==> config.mk <==
export PLATFORM = sky130hd
export DESIGN_NAME = pe_event_fifo
export DESIGN_NICKNAME = d
export VERILOG_FILES = /design/src/rtl/pe_pkg.sv /design/src/rtl/pe_fifo_core.sv /design/src/rtl/pe_event_fifo.sv
export SDC_FILE = /design/constraint.sdc
export NUM_CORES = 1
export LEC_CHECK = 0
export ABC_CLOCK_PERIOD_IN_PS = 2150
export CAP_MARGIN = 10
export CELL_PAD_IN_SITES_DETAIL_PLACEMENT = 1
export CELL_PAD_IN_SITES_GLOBAL_PLACEMENT = 2
export CORE_ASPECT_RATIO = 1.1
export CORE_UTILIZATION = 31
export DETAILED_ROUTE_END_ITERATION = 16
export HOLD_SLACK_MARGIN = 0.05
export MAX_ROUTING_LAYER = met4
export PLACE_DENSITY = 0.83
export SYNTH_ARGS = -nofsm -noshare
export SYNTH_HDL_FRONTEND = slang
export SYNTH_SLANG_ARGS = --single-unit
==> constraint.sdc <==
create_clock -name clk -period 2.15 [get_ports clk]
set_input_delay 0.645 -clock clk [delete_from_list [all_inputs] [get_ports clk]]
set_output_delay 0.645 -clock clk [all_outputs]
set_load 0.02 [all_outputs]
==> src/rtl/pe_pkg.sv <==
// Types shared between the 4-bit priority encoder and its downstream event FIFO.
package pe_pkg;

    localparam int unsigned PE_CODE_W = 2;

    typedef logic [PE_CODE_W-1:0] pe_code_t;

endpackage

==> src/rtl/pe_fifo_core.sv <==
// Generic first-word fall-through FIFO with an explicit occupancy counter.
module pe_fifo_core #(
    parameter int unsigned WIDTH = 2,
    parameter int unsigned DEPTH = 4
) (
    input  logic                     clk,
    input  logic                     rst,
    input  logic                     push,
    input  logic [WIDTH-1:0]         wdata,
    input  logic                     pop,
    output logic [WIDTH-1:0]         rdata,
    output logic [$clog2(DEPTH):0]   count,
    output logic                     full,
    output logic                     empty
);

    localparam int unsigned PtrW   = $clog2(DEPTH);
    localparam int unsigned CountW = PtrW + 1;

    logic [WIDTH-1:0]  mem [DEPTH];
    logic [PtrW-1:0]   wr_ptr_q, wr_ptr_d;
    logic [PtrW-1:0]   rd_ptr_q, rd_ptr_d;
    logic [CountW-1:0] count_q, count_d;

    // DEPTH is a power of two, so pointers wrap naturally.
    always_comb begin
        wr_ptr_d = wr_ptr_q;
        rd_ptr_d = rd_ptr_q;
        count_d  = count_q;
        if (push) begin
            wr_ptr_d = wr_ptr_q + PtrW'(1);
        end
        if (pop) begin
            rd_ptr_d = rd_ptr_q + PtrW'(1);
        end
        if (push && !pop) begin
            count_d = count_q + CountW'(1);
        end else if (pop && !push) begin
            count_d = count_q - CountW'(1);
        end
    end

    always_ff @(posedge clk or negedge rst) begin
        if (!rst) begin
            wr_ptr_q <= '0;
            rd_ptr_q <= '0;
            count_q  <= '0;
        end else begin
            wr_ptr_q <= wr_ptr_d;
            rd_ptr_q <= rd_ptr_d;
            count_q  <= count_d;
        end
    end

    always_ff @(posedge clk) begin
        if (push) begin
            mem[wr_ptr_q] <= wdata;
        end
    end

    assign count = count_q;
    assign full  = (count_q == CountW'(DEPTH));
    assign empty = (count_q == '0);
    assign rdata = empty ? '0 : mem[rd_ptr_q];

endmodule

==> src/rtl/pe_event_fifo.sv <==
// Converts the encoder's level output into discrete change events and buffers them,
// tracking dropped events with a sticky flag and a saturating counter.
module pe_event_fifo
    import pe_pkg::*;
#(
    parameter int unsigned CODE_W = PE_CODE_W,
    parameter int unsigned DEPTH  = 4,
    parameter int unsigned CNT_W  = 8
) (
    input  logic                   clk,
    input  logic                   rst,
    input  logic [CODE_W-1:0]      in_code,
    input  logic                   in_valid,
    output logic [CODE_W-1:0]      out_code,
    output logic                   out_valid,
    input  logic                   out_ready,
    output logic [$clog2(DEPTH):0] count,
    output logic                   full,
    output logic                   empty,
    output logic                   overflow,
    output logic [CNT_W-1:0]       drop_cnt,
    input  logic                   clr_ovf
);

    logic              prev_valid_q;
    logic [CODE_W-1:0] prev_code_q;
    logic              overflow_q, overflow_d;
    logic [CNT_W-1:0]  drop_cnt_q, drop_cnt_d;
    logic              evt, push, pop, drop;

    assign evt  = in_valid && (!prev_valid_q || (in_code != prev_code_q));
    assign pop  = out_valid && out_ready;
    assign push = evt && (!full || pop);
    assign drop = evt && full && !pop;

    // A drop in the same cycle as a clear leaves the count at one.
    always_comb begin
        overflow_d = overflow_q;
        drop_cnt_d = drop_cnt_q;
        if (clr_ovf) begin
            overflow_d = 1'b0;
            drop_cnt_d = '0;
        end
        if (drop) begin
            overflow_d = 1'b1;
            if (drop_cnt_d != '1) begin
                drop_cnt_d = drop_cnt_d + CNT_W'(1);
            end
        end
    end

    always_ff @(posedge clk or negedge rst) begin
        if (!rst) begin
            prev_valid_q <= 1'b0;
            prev_code_q  <= '0;
            overflow_q   <= 1'b0;
            drop_cnt_q   <= '0;
        end else begin
            prev_valid_q <= in_valid;
            prev_code_q  <= in_code;
            overflow_q   <= overflow_d;
            drop_cnt_q   <= drop_cnt_d;
        end
    end

    pe_fifo_core #(
        .WIDTH (CODE_W),
        .DEPTH (DEPTH)
    ) u_fifo (
        .clk   (clk),
        .rst   (rst),
        .push  (push),
        .wdata (in_code),
        .pop   (pop),
        .rdata (out_code),
        .count (count),
        .full  (full),
        .empty (empty)
    );

    assign out_valid = !empty;
    assign overflow  = overflow_q;
    assign drop_cnt  = drop_cnt_q;

endmodule

==> results of run 1 <==
-- through the flow --
step                setup TNS, ns  cells
finish                   -0.06605    215
global placement           -4.391    208
detailed placement         -5.670    208
CTS                      -0.08520    214
floorplan                -0.01354    109
global route              -0.1853    215
-- layout make-up --
type | instances | area (sq um) | share of cell area (%)
Inverter | 6 | 22.52 | 1.144
Sequential cell | 27 | 718.2 | 36.49
Clock buffer | 3 | 41.29 | 2.098
Timing Repair Buffer | 51 | 437.9 | 22.25
Tap cell | 52 | 65.06 | 3.306
Multi-Input combinational cell | 75 | 675.6 | 34.33
Clock inverter | 1 | 7.507 | 0.3814
-- layer usage --
| metal | track usage (%) | vias up | share of wire [%] |
|---|---|---|---|
| li1 | - | 495 | - |
| met2 | 28.01 | 17 | 53 |
| met5 | - | - | 0 |
| met4 | 7.901 | 0 | 1.7 |
| met1 | 18.67 | 521 | 42 |
| met3 | 4.355 | 4 | 3.3 |
-- synth_stat cells (4+ instances only) --
master	instances	area (sq um)
nor2b_1	4	25.02
ha_1	6	75.07
inv_1	6	22.52
nor2_1	7	26.28
dfrtp_1	19	475.5
nand3_1	5	25.02
and2_1	6	37.54
edfxtp_1	8	240.2
nand2_1	7	26.28
xor2_1	5	43.79
xnor2_1	4	35.03
-- worst paths after layout --
kind,end,slack [ns],depth (start not counted),from
worst max-delay path,out_code[0],-0.03,4,u_fifo.rd_ptr_q[0]
worst min-delay path,overflow,0.49,1,overflow
worst max register to register,u_fifo.count[2],0.10,8,u_fifo.count[2]
worst min register to register,overflow,0.49,1,overflow
max in group asynchronous,u_fifo.count[0],1.22,2,rst
min in group asynchronous,overflow,0.70,2,rst
-- state kept, by name (all words and copies together) (netlist names) --
name / flops
drop_cnt: 8
u_fifo.mem: 8
u_fifo.count: 3
prev_code_q: 2
u_fifo.rd_ptr_q: 2
u_fifo.wr_ptr_q: 2
overflow: 1
prev_valid_q: 1
-- what timing repair did --
item                       CTS  global route
pin swaps                    3             4
setup buffers                2             1
resized for setup           26             7
setup endpoints to repair   10             5
-- cells by family after synthesis --
family	after synthesis	share of synthesized area [%]
simple gates	39	17.01
flops	27	53.16
fa+ha+maj	7	7.063
xor+xnor	9	5.855
mux	8	8.085
buf+inv	7	1.951
compound gates	12	6.877
-- power by group --
part / total, uW / switching, uW / internal (uW)
Clock: 307 / 175 / 132
Combinational: 960 / 439 / 521
Sequential: 710 / 66.3 / 644
==> out/metrics.cfg, run 1 <==
[status]
status = finished with violations
violations = negative setup slack

[power_and_ir_drop]
total_power_uw = 1978
power.density_nw_per_um2 = 1005
ir_drop_mv = 0.3528
p_leak_uw = 0.0008508

[global_route]
track_usage_pct = 16.86
antenna_found_initial = 0
grt_overflow = 0
grt_pass1_vias = 1188
grt_max_degree = 20
grt_pass1_wl_mm = 5.616

[timing]
fin_crit_sh_pct = 101.6
tightest_slew_ns = 0.3836
finalHoldViolations = 0
finalSetupViolations = 2
fin_crit_ns = 2.184
rsz0062_at_grt = true
layout_setup_ws_ns = -0.03373
maxSlewViolCount = 0
slew_headroom_pct = 74.39
timing.fmax_ghz = 0.4579
whs_ns = 0.4873
skew_ns = 0.002977

[layout]
final_area_sq_um = 1968
antenna_cells = 0
final_util_pct = 48.55
final_cell_mix = buf_4, dfrtp_1, clkdlybuf4s50_1
area_growth_pct = 46.19
fin_nets = 178
drive_gt1_share_pct = 36.20
num-fill-cells = 455
final_common_cell = buf_4

[die]
core-area_sq_um = 4054
pin_count = 24
dieArea_sq_um = 4611
die_w_um = 64.84
std_cell_rows = 24
fp.dieH_um = 71.12
start_util_pct = 33.21

[min_path]
hp-class = register to register

[clock_network]
root_buffer = clkbuf_8
cts_max_path_buffers = 2
clk-insertion-delay-late_ns = 0.28
htree_levels = 1
clk_pin_slew_ns = 0.10
hold_buffers = 0
cts_num_sinks = 27
cts_tree = done
cts_buffers = 3

[synth]
synth.avg_cell_area_sq_um = 12.35
yosys_warnings = 0
synth_seq_area_share_pct = 53.16
syn_nets = 123
ys_async_sr_fraction_pct = 70.37
ys.flop_type = dfrtp_1
syn_area_sq_um = 1346
synth_edf_count = 8
postSynthCellCount = 109
ys_ff_latch = 27
yosys.cell_types.count = 33

[drt]
dr_total_vias = 1037
antenna_left = 0
viasPerCell = 4.823
drc = 0
wirelength_mm = 3.260
drt-pass1-iter-count = 4
drtIter0Drc = 10
wl_per_cell_um = 15.16

[setup_path]
cp_slowest_stage_delay_ns = 0.48
path_class = register to output pin
startpoint_type = register
critPathCaptureType = output pin
crit_path_top_delay_cell = mux4_2
critPathMostFrequentCell = buf_6
path_delay_family = multiplexers
arrival_ns = 1.54
cp_max_fo = 2
critical_path_required_ns = 1.50
crit_chain = buf_6 > mux4_2 > and2_4 > buf_6
cp_num_buf_inv = 2

[placement]
dp_slack_ns = -0.6381
dp_hpwl_mm = 2.486
placedInstanceArea_sq_um = 1882
portBuffers = 23
place.gp.congestion = 0.7434

[job]
max-cap-violations = 0

No activity file was read; power rests on OpenSTA's default activity.
==> run 2, diff against run 1 <==
- CORE_ASPECT_RATIO: 1.1 -> not set
==> out/metrics.cfg, run 2 (synthesis results as in run 1) <==
[status]
status = finished clean

[die]
fp.dieH_um = 67.90
pin_count = 24
dieArea_sq_um = 4610
std_cell_rows = 23
core-area_sq_um = 4086
die_w_um = 67.90
start_util_pct = 32.95

[timing]
skew_ns = 0.006866
rsz0062_at_grt = true
timing.fmax_ghz = 0.4805
finalHoldViolations = 0
fin_crit_sh_pct = 96.79
slew_headroom_pct = 78.88
layout_setup_ws_ns = 0.06903
tightest_slew_ns = 0.3163
finalSetupViolations = 0
fin_crit_ns = 2.081
maxSlewViolCount = 0

[global_route]
grt_pass1_wl_mm = 4.726
antenna_found_initial = 0
grt_pass1_vias = 1028
grt_overflow = 0
grt_max_degree = 20
track_usage_pct = 14.29

[clock_network]
cts_buffers = 3
root_buffer = clkbuf_8
clk-insertion-delay-late_ns = 0.27
cts_tree = done
hold_buffers = 0
htree_levels = 1
cts_max_path_buffers = 2
cts_num_sinks = 27
clk_pin_slew_ns = 0.09

[drt]
wl_per_cell_um = 13.41
drc = 0
drtIter0Drc = 24
drt-pass1-iter-count = 4
viasPerCell = 4.786
wirelength_mm = 2.817
dr_total_vias = 1005
antenna_left = 0

[power_and_ir_drop]
ir_drop_mv = 0.3503
power.density_nw_per_um2 = 979.6
seqPwrFrac_pct = 38.0
p_sw_share_pct = 33.21
p_leak_uw = 0.0008308
p_clk_share_pct = 15.2
internal_power_uw = 1255
p_sw_uw = 624.1
power_frac_comb_pct = 46.8

[layout]
area_growth_pct = 42.47
drive_gt1_share_pct = 34.38
final_util_pct = 46.94
final_cell_mix = buf_4, dfrtp_1, clkdlybuf4s50_1
fin_nets = 175
antenna_cells = 0
final_common_cell = buf_4

[setup_path]
path_class = register to output pin
rr_startpoint = u_fifo.count[2]
critical_path_required_ns = 1.50
critPathCaptureType = output pin
cp_max_fo = 3
arrival_ns = 1.44
crit_start = u_fifo.rd_ptr_q[0]
startpoint_type = register

[placement]
dp_hpwl_mm = 2.236
place.gp.congestion = 0.7544
dp_slack_ns = -0.5686
portBuffers = 23

[min_path]
hold_start = overflow
hp-class = register to register

[job]
max-cap-violations = 0

[run 2: cell types whose count changed in the layout (fill, tap and decap cells not counted), sizes merged]
cell	delta
clkinvlp	-1
buf	-3
dlygate4sd1	-1
clkbuf	+2
dlygate4sd2	+1
clkdlybuf4s15	-1
[run 2: cell type report]
type | count | area, sq um
sequential | 27 | 719.4
fill | 447 | 2168
inverter | 6 | 22.52
multi-input combinational | 75 | 663.1
clock buffer | 4 | 45.04
timing repair buffer | 48 | 405.4
tap | 50 | 62.56
[run 2: power by group through the flow]
| stage | Clock [uW] | Sequential [uW] | Combinational, uW |
|---|---|---|---|
| final | 286 | 714 | 879 |
| after global placement | 0 | 723 | 833 |
| after detailed placement | 0 | 732 | 860 |
| after CTS | 292 | 718 | 837 |
| after global routing | 314 | 731 | 968 |
| after floorplan | 0 | 802 | 426 |
[run 2: worst paths after layout]
kind	endpoint	cells after the start	slack, ns
worst max-delay path	out_code[0]	3	0.07
worst min-delay path	overflow	1	0.50
worst max register to register	u_fifo.count[2]	8	0.14
worst min register to register	overflow	1	0.50
max in group asynchronous	u_fifo.rd_ptr_q[0]	2	1.21
min in group asynchronous	drop_cnt[7]	2	0.71
[run 2: critical path, cell delays in order (launching register included)]
cell and delay (ns):
dfrtp_2 0.41, mux4_2 0.50, and2_4 0.15, buf_6 0.12
[run 2: timing repair]
item,in CTS,in global routing
endpoints found under the setup margin,12,5
gates resized for setup,20,9
pin swaps,2,5
setup buffers,2,0
gates cloned,0,0
[run 2: routing by layer]
metal,global-route usage (%),share of wire (%)
met1,17.86,47
met4,3.906,0.50
met5,-,0
met2,24.13,50
met3,2.000,2.7
[run 2: metrics by stage]
step           hold WS (ns)  std cells  power [uW]  cell area (sq um)    TNS [ns]
2_1_floorplan        0.3494        109        1228               1413    -0.01354
3_3_place_gp         0.4693        204        1557               1864      -4.066
3_5_place_dp         0.4802        204        1592               1864      -4.874
4_1_cts              0.5012        210        1848               1909           0
5_1_grt              0.5312        210        2014               1918  -0.0005325
6_report             0.4958        210        1879               1918           0
==> run 3, diff against run 2 <==
- HOLD_SLACK_MARGIN: 0.05 -> 0.02
==> results of run 3 <==
No change in the layout: final DEF, timing and power equal those of run 2.
